--- config.mk ---
export PLATFORM = sky130hd
export DESIGN_NAME = prienc_digit_entry
export DESIGN_NICKNAME = d
export VERILOG_FILES = /design/src/rtl/prienc_pkg.sv /design/src/rtl/hex_seg.sv /design/src/rtl/prienc_digit_entry.sv
export SDC_FILE = /design/constraint.sdc
export NUM_CORES = 1
export LEC_CHECK = 0
export BUFFER_PORTS_ARGS = -buffer_cell sky130_fd_sc_hd__buf_4
export CELL_PAD_IN_SITES_DETAIL_PLACEMENT = 0
export CELL_PAD_IN_SITES_GLOBAL_PLACEMENT = 1
export CORE_ASPECT_RATIO = 2
export CORE_UTILIZATION = 46
export DETAILED_ROUTE_END_ITERATION = 6
export HOLD_SLACK_MARGIN = 0.03
export PLACE_DENSITY = 0.83
export SLEW_MARGIN = 15
export SYNTH_ARGS = -nofsm -noshare
export SYNTH_HDL_FRONTEND = slang
export SYNTH_SLANG_ARGS = --single-unit
--- constraint.sdc ---
create_clock -name hz100 -period 4.75 [get_ports hz100]
set_input_delay 0.475 -clock hz100 [delete_from_list [all_inputs] [get_ports hz100]]
set_output_delay 0.475 -clock hz100 [all_outputs]
set_load 0.05 [all_outputs]
--- src/rtl/prienc_pkg.sv ---
// Shared types and constants for the push-button digit entry block:
// FSM states, the hex seven-segment table and a constant clog2 helper.
package prienc_pkg;

    typedef enum logic [1:0] {
        IDLE,
        ARM,
        HELD,
        REL
    } state_t;

    // Segment patterns in gfedcba order; index 15 is leftmost.
    localparam logic [15:0][6:0] HEX_SEG = {
        7'h71, 7'h79, 7'h5E, 7'h39, 7'h7C, 7'h77, 7'h67, 7'h7F,
        7'h07, 7'h7D, 7'h6D, 7'h66, 7'h4F, 7'h5B, 7'h06, 7'h3F
    };

    function automatic int clog2(input int n);
        int r;
        r = 0;
        while ((1 << r) < n) r++;
        return r;
    endfunction

endpackage

--- src/rtl/hex_seg.sv ---
// One seven-segment digit: 4-bit hex value to {dp, gfedcba}, forced dark when blanked.
module hex_seg
    import prienc_pkg::*;
(
    input  logic [3:0] val_i,
    input  logic       blank_i,
    output logic [7:0] seg_o
);

    assign seg_o = blank_i ? 8'h00 : {1'b0, HEX_SEG[val_i]};

endmodule

--- src/rtl/prienc_digit_entry.sv ---
// Debounced priority-encoded button bank feeding a shift-in hex digit entry
// register, with registered seven-segment drive for every digit position.
module prienc_digit_entry
    import prienc_pkg::*;
#(
    parameter int NIN      = 16,
    parameter int DIGITS   = 8,
    parameter int DEBOUNCE = 4
) (
    input  logic                           hz100,
    input  logic                           reset,
    input  logic [NIN-1:0]                 in,
    input  logic                           clr,
    input  logic                           bksp,
    output logic [3:0]                     code,
    output logic                           strobe,
    output logic [4*DIGITS-1:0]            value,
    output logic [clog2(DIGITS+1)-1:0]     count,
    output logic [8*DIGITS-1:0]            seg
);

    localparam int CW = clog2(DIGITS + 1);
    localparam int DW = (DEBOUNCE > 1) ? clog2(DEBOUNCE) : 1;
    localparam logic [DW-1:0] CNT_MAX    = DW'(DEBOUNCE - 1);
    localparam logic [CW-1:0] DIGIT_FULL = CW'(DIGITS);

    logic [NIN-1:0]         meta_q, sync_q;
    logic [3:0]             enc;
    logic                   any;
    logic                   accept;

    state_t                 state_q;
    logic [3:0]             cand_q;
    logic [DW-1:0]          cnt_q;
    logic [3:0]             code_q;
    logic                   strobe_q;

    logic [4*DIGITS-1:0]    value_d, value_q;
    logic [CW-1:0]          count_d, count_q;
    logic [8*DIGITS-1:0]    seg_d, seg_q;
    logic [DIGITS-1:0]      blank;

    // NOTE: sequential state uses non-blocking assignments so every flop samples pre-edge values.
    always_ff @(posedge hz100 or negedge reset) begin
        if (!reset) begin
            meta_q <= '0;
            sync_q <= '0;
        end else begin
            meta_q <= in;
            sync_q <= meta_q;
        end
    end

    // NOTE: enc gets a default before the loop, otherwise no-button cycles would infer a latch.
    always_comb begin
        enc = 4'h0;
        any = |sync_q;
        for (int i = 0; i < NIN; i++) begin
            if (sync_q[i]) enc = 4'(i);
        end
    end

    assign accept = (state_q == ARM) && any && (enc == cand_q) && (cnt_q == CNT_MAX);

    always_ff @(posedge hz100 or negedge reset) begin
        if (!reset) begin
            state_q  <= IDLE;
            cand_q   <= 4'h0;
            cnt_q    <= '0;
            code_q   <= 4'h0;
            strobe_q <= 1'b0;
        end else begin
            strobe_q <= 1'b0;
            case (state_q)
                IDLE: begin
                    if (any) begin
                        state_q <= ARM;
                        cand_q  <= enc;
                        cnt_q   <= '0;
                    end
                end
                ARM: begin
                    if (!any) begin
                        state_q <= IDLE;
                    end else if (enc != cand_q) begin
                        cand_q <= enc;
                        cnt_q  <= '0;
                    end else if (cnt_q == CNT_MAX) begin
                        state_q  <= HELD;
                        code_q   <= cand_q;
                        strobe_q <= 1'b1;
                    end else begin
                        cnt_q <= cnt_q + 1'b1;
                    end
                end
                // Extra or changed buttons while held never produce a new press.
                HELD: begin
                    if (!any) begin
                        state_q <= REL;
                        cnt_q   <= '0;
                    end
                end
                REL: begin
                    if (any) begin
                        state_q <= HELD;
                    end else if (cnt_q == CNT_MAX) begin
                        state_q <= IDLE;
                    end else begin
                        cnt_q <= cnt_q + 1'b1;
                    end
                end
                default: state_q <= IDLE;
            endcase
        end
    end

    // Clear beats a press, which beats backspace; a dropped press still strobes.
    always_comb begin
        value_d = value_q;
        count_d = count_q;
        if (clr) begin
            value_d = '0;
            count_d = '0;
        end else if (accept) begin
            value_d      = value_q << 4;
            value_d[3:0] = cand_q;
            count_d      = (count_q == DIGIT_FULL) ? count_q : count_q + 1'b1;
        end else if (bksp && (count_q != '0)) begin
            value_d = value_q >> 4;
            count_d = count_q - 1'b1;
        end
    end

    always_ff @(posedge hz100 or negedge reset) begin
        if (!reset) begin
            value_q <= '0;
            count_q <= '0;
            seg_q   <= '0;
        end else begin
            value_q <= value_d;
            count_q <= count_d;
            seg_q   <= seg_d;
        end
    end

    for (genvar g = 0; g < DIGITS; g++) begin : g_digit
        assign blank[g] = (CW'(g) >= count_q);
        hex_seg u_hex_seg (
            .val_i   (value_q[4*g +: 4]),
            .blank_i (blank[g]),
            .seg_o   (seg_d[8*g +: 8])
        );
    end

    assign code   = code_q;
    assign strobe = strobe_q;
    assign value  = value_q;
    assign count  = count_q;
    assign seg    = seg_q;

endmodule

==> summary.txt <==
STA
  • Fin Hold WS: 0.130 ns
  • RSZ-0062 raised after global routing: false
  • Clock Skews: 0.0130 ns
  • Fin crit period: 3.20 ns
  • Max Clk Rate: 313 MHz
  • Final setup margin: 1.55 ns
  • Final Max Tran Viols: 0
  • Slew headroom: 0.399
  • Setup Viol. Count Final: 0
  • Period Utilization, post-route: 0.673
  • Final Hold Viols: 0
  • Setup TNS: 0 ns
  • Worst slew pin tran: 0.894 ns

Worst setup path
  • Worst EP arrival: 3.51 ns
  • Crit-path cells: inv_1 -> ha_1 -> inv_1 -> nor3_1 -> nand2b_2 -> buf_4 -> a21oi_1 -> a211oi_1
  • Cell with the largest stage delay on the worst path: nor3_1
  • CP delay by family, top: simple AND/OR/NAND/NOR gates
  • Crit start category: flip-flop
  • Largest stage delay, worst path: 0.69 ns
  • Worst Setup End Kind: flip-flop
  • CP max FO: 31
  • Crit path kind: flip-flop to flip-flop
  • Crit path buffers/inverters: 3
  • Most used cell, CP: inv_1
  • CP required: 5.06 ns

Global routing
  • First-pass GRT wire length: 27700 µm
  • Largest net degree at the start of global routing: 97
  • Initial antenna violation count: 0
  • Overflow after GRT: 0
  • Vias in the first global route: 5779
  • GRT Overall Usage: 0.231

Clocking
  • Clock sink count: 137
  • Reg clk slew, reported paths: 0.06 ns
  • Postcts setup bufs: 0
  • CTS Buf Count: 17
  • Post-CTS Hold Fix Bufs: 0
  • Clk buf depth: 2
  • CTS H-tree lvls: 4
  • Post-CTS sizing: 0
  • CTS tree: yes
  • Root Driver: clkbuf_16
  • Worst-Skew Late Latency: 0.42 ns

Yosys
  • Seq cells post-synth: 137
  • Post-Syn Instances: 734
  • Number of enable flip-flop cells after synthesis: 0
  • Post-synth top area share: 0.487
  • Fraction of registers with async set/reset: 1.00
  • Post-synth top area cell: dfrtp_1
  • Top FF cell, synth: dfrtp_1
  • Post-Syn Area: 7040 µm²
  • Avg Cell Area, Syn: 9.59 µm²
  • Synthesis Warnings: 0
  • Sequential fraction of the synthesis area: 0.487
  • Post-synth top cells: dfrtp_1, nor2_1, a21oi_1
  • Post-synth cell types: 62
  • Most common cell in the netlist: dfrtp_1
  • Top area cells in the synthesized netlist: dfrtp_1, ha_1, nor2_1

Power
  • Leakage power: 3.99 nW
  • VDD IR max: 0.329 mV
  • Power Density: 506 nW/µm²
  • Final total power: 4.33 mW

Routing
  • Vias per cell: 5.56
  • Final WL: 17000 µm
  • Post-DR wirelength/cell: 16.5 µm
  • ANT nets after route: 0
  • DRC errors left: 0
  • Initial DRC Count: 327
  • First-pass detailed-route iteration total: 5
  • Vias: 5736

Final layout
  • Non-filler cells, final: 1031
  • Syn-to-layout area delta: 21.6%
  • Fin util: 0.574
  • Fillers: 1307
  • Nets@finish: 886
  • # diodes: 0
  • Share of cells above drive strength 1: 0.205
  • Finished Cell Area: 8560 µm²

Floorplan
  • Starting density of the core: 0.472
  • Die height: 177 µm
  • I/O pin count: 125
  • Site Rows: 63
  • Die W: 89.5 µm
  • Die area: 15800 µm²
  • Core Footprint: 14900 µm²

Placement
  • PortBufs: 116
  • Placed instance count: 999
  • Post-DP Area: 7950 µm²
  • Setup WS pre-CTS: 1.59 ns
  • Routability cong.: 0.849
  • DPL Wire Length: 12200 µm

Hold path
  • Hold Path Class: primary input to async pin

Job
  • Max_cap viols: 0

Status
  • Status: completed
## kinds of logic (layout without fill, tap and decap cells)
kind of cell / after synthesis / after routing / synth area share
simple gates: 240 / 240 / 0.155
compound gates: 197 / 197 / 0.187
flops: 137 / 137 / 0.487
buf+inv: 89 / 184 / 0.0544
fa+ha+maj: 43 / 43 / 0.0765
mux: 25 / 25 / 0.0368
xor+xnor: 2 / 2 / 0.00249
other cells: 1 / 8 / 0.000533
## worst register-to-register path, stage by stage (launching register included)
cell and delay [ns]:
dfrtp_1 0.48, inv_1 0.15, ha_1 0.24, inv_1 0.07, nor3_1 0.69, nand2b_2 0.65
buf_4 0.42, a21oi_1 0.13, a211oi_1 0.27
## sequential cells by signal (all words and copies together) (netlist names), named ones only
register / flops
seg: 56
value: 32
meta_q: 16
sync_q: 16
cand_q: 4
code: 4
count: 4
cnt_q: 2
state_q: 1
strobe: 1
## cells in the final DEF (no fill, tap or decap), types with 5 or more instances in the layout
cell         n
a211oi_1    55
a21oi_1     64
a221oi_1     8
a311oi_1    16
buf_4      119
clkbuf_16   17
conb_1       8
dfrtp_1    137
ha_1        43
inv_1       31
inv_6        6
mux2i_1     18
nand2_1     45
nand3_1      9
nor2_1     128
nor2b_1      9
nor3_1      11
nor4_1       5
o21ai_0     24
## final timing paths
| kind | from | endpoint | slack (ns) | cells after the start |
|---|---|---|---|---|
| hold reg to reg | meta_q[1]$_DFF_PN0_ | sync_q[1]$_DFF_PN0_ | 0.35 | 0 |
| setup / recovery | count[1]$_DFFE_PN0P_ | value[17]$_DFFE_PN0P_ | 1.55 | 8 |
| setup reg to reg | count[1]$_DFFE_PN0P_ | value[17]$_DFFE_PN0P_ | 1.55 | 8 |
| min in group hz100 | in[7] | meta_q[7]$_DFF_PN0_ | 0.15 | 1 |
| max in group asynchronous | reset | value[17]$_DFFE_PN0P_ | 3.55 | 2 |
| hold / removal | reset | seg[0]$_DFF_PN0_ | 0.13 | 1 |
## power breakdown
group,total [mW],switching (mW),internal (mW)
Clock,1.35,0.536,0.814
Combinational,1.46,1.02,0.441
Sequential,1.52,0.153,1.36
## final cells by class
type	instances	area, µm²	area share
Tap cell	195	244	0.0285
Clock inverter	13	155	0.0181
Multi-Input combinational cell	515	3250	0.380
Inverter	32	120	0.0140
Sequential cell	137	3430	0.401
Timing Repair Buffer	120	905	0.106
Clock buffer	19	453	0.0529
## metal layers
layer,GRT usage,routed length [µm]
met1,0.235,6090
met2,0.439,10100
met3,0.0359,487
met4,0.106,323
met5,0,0
Power figures use the tool's default switching activity.
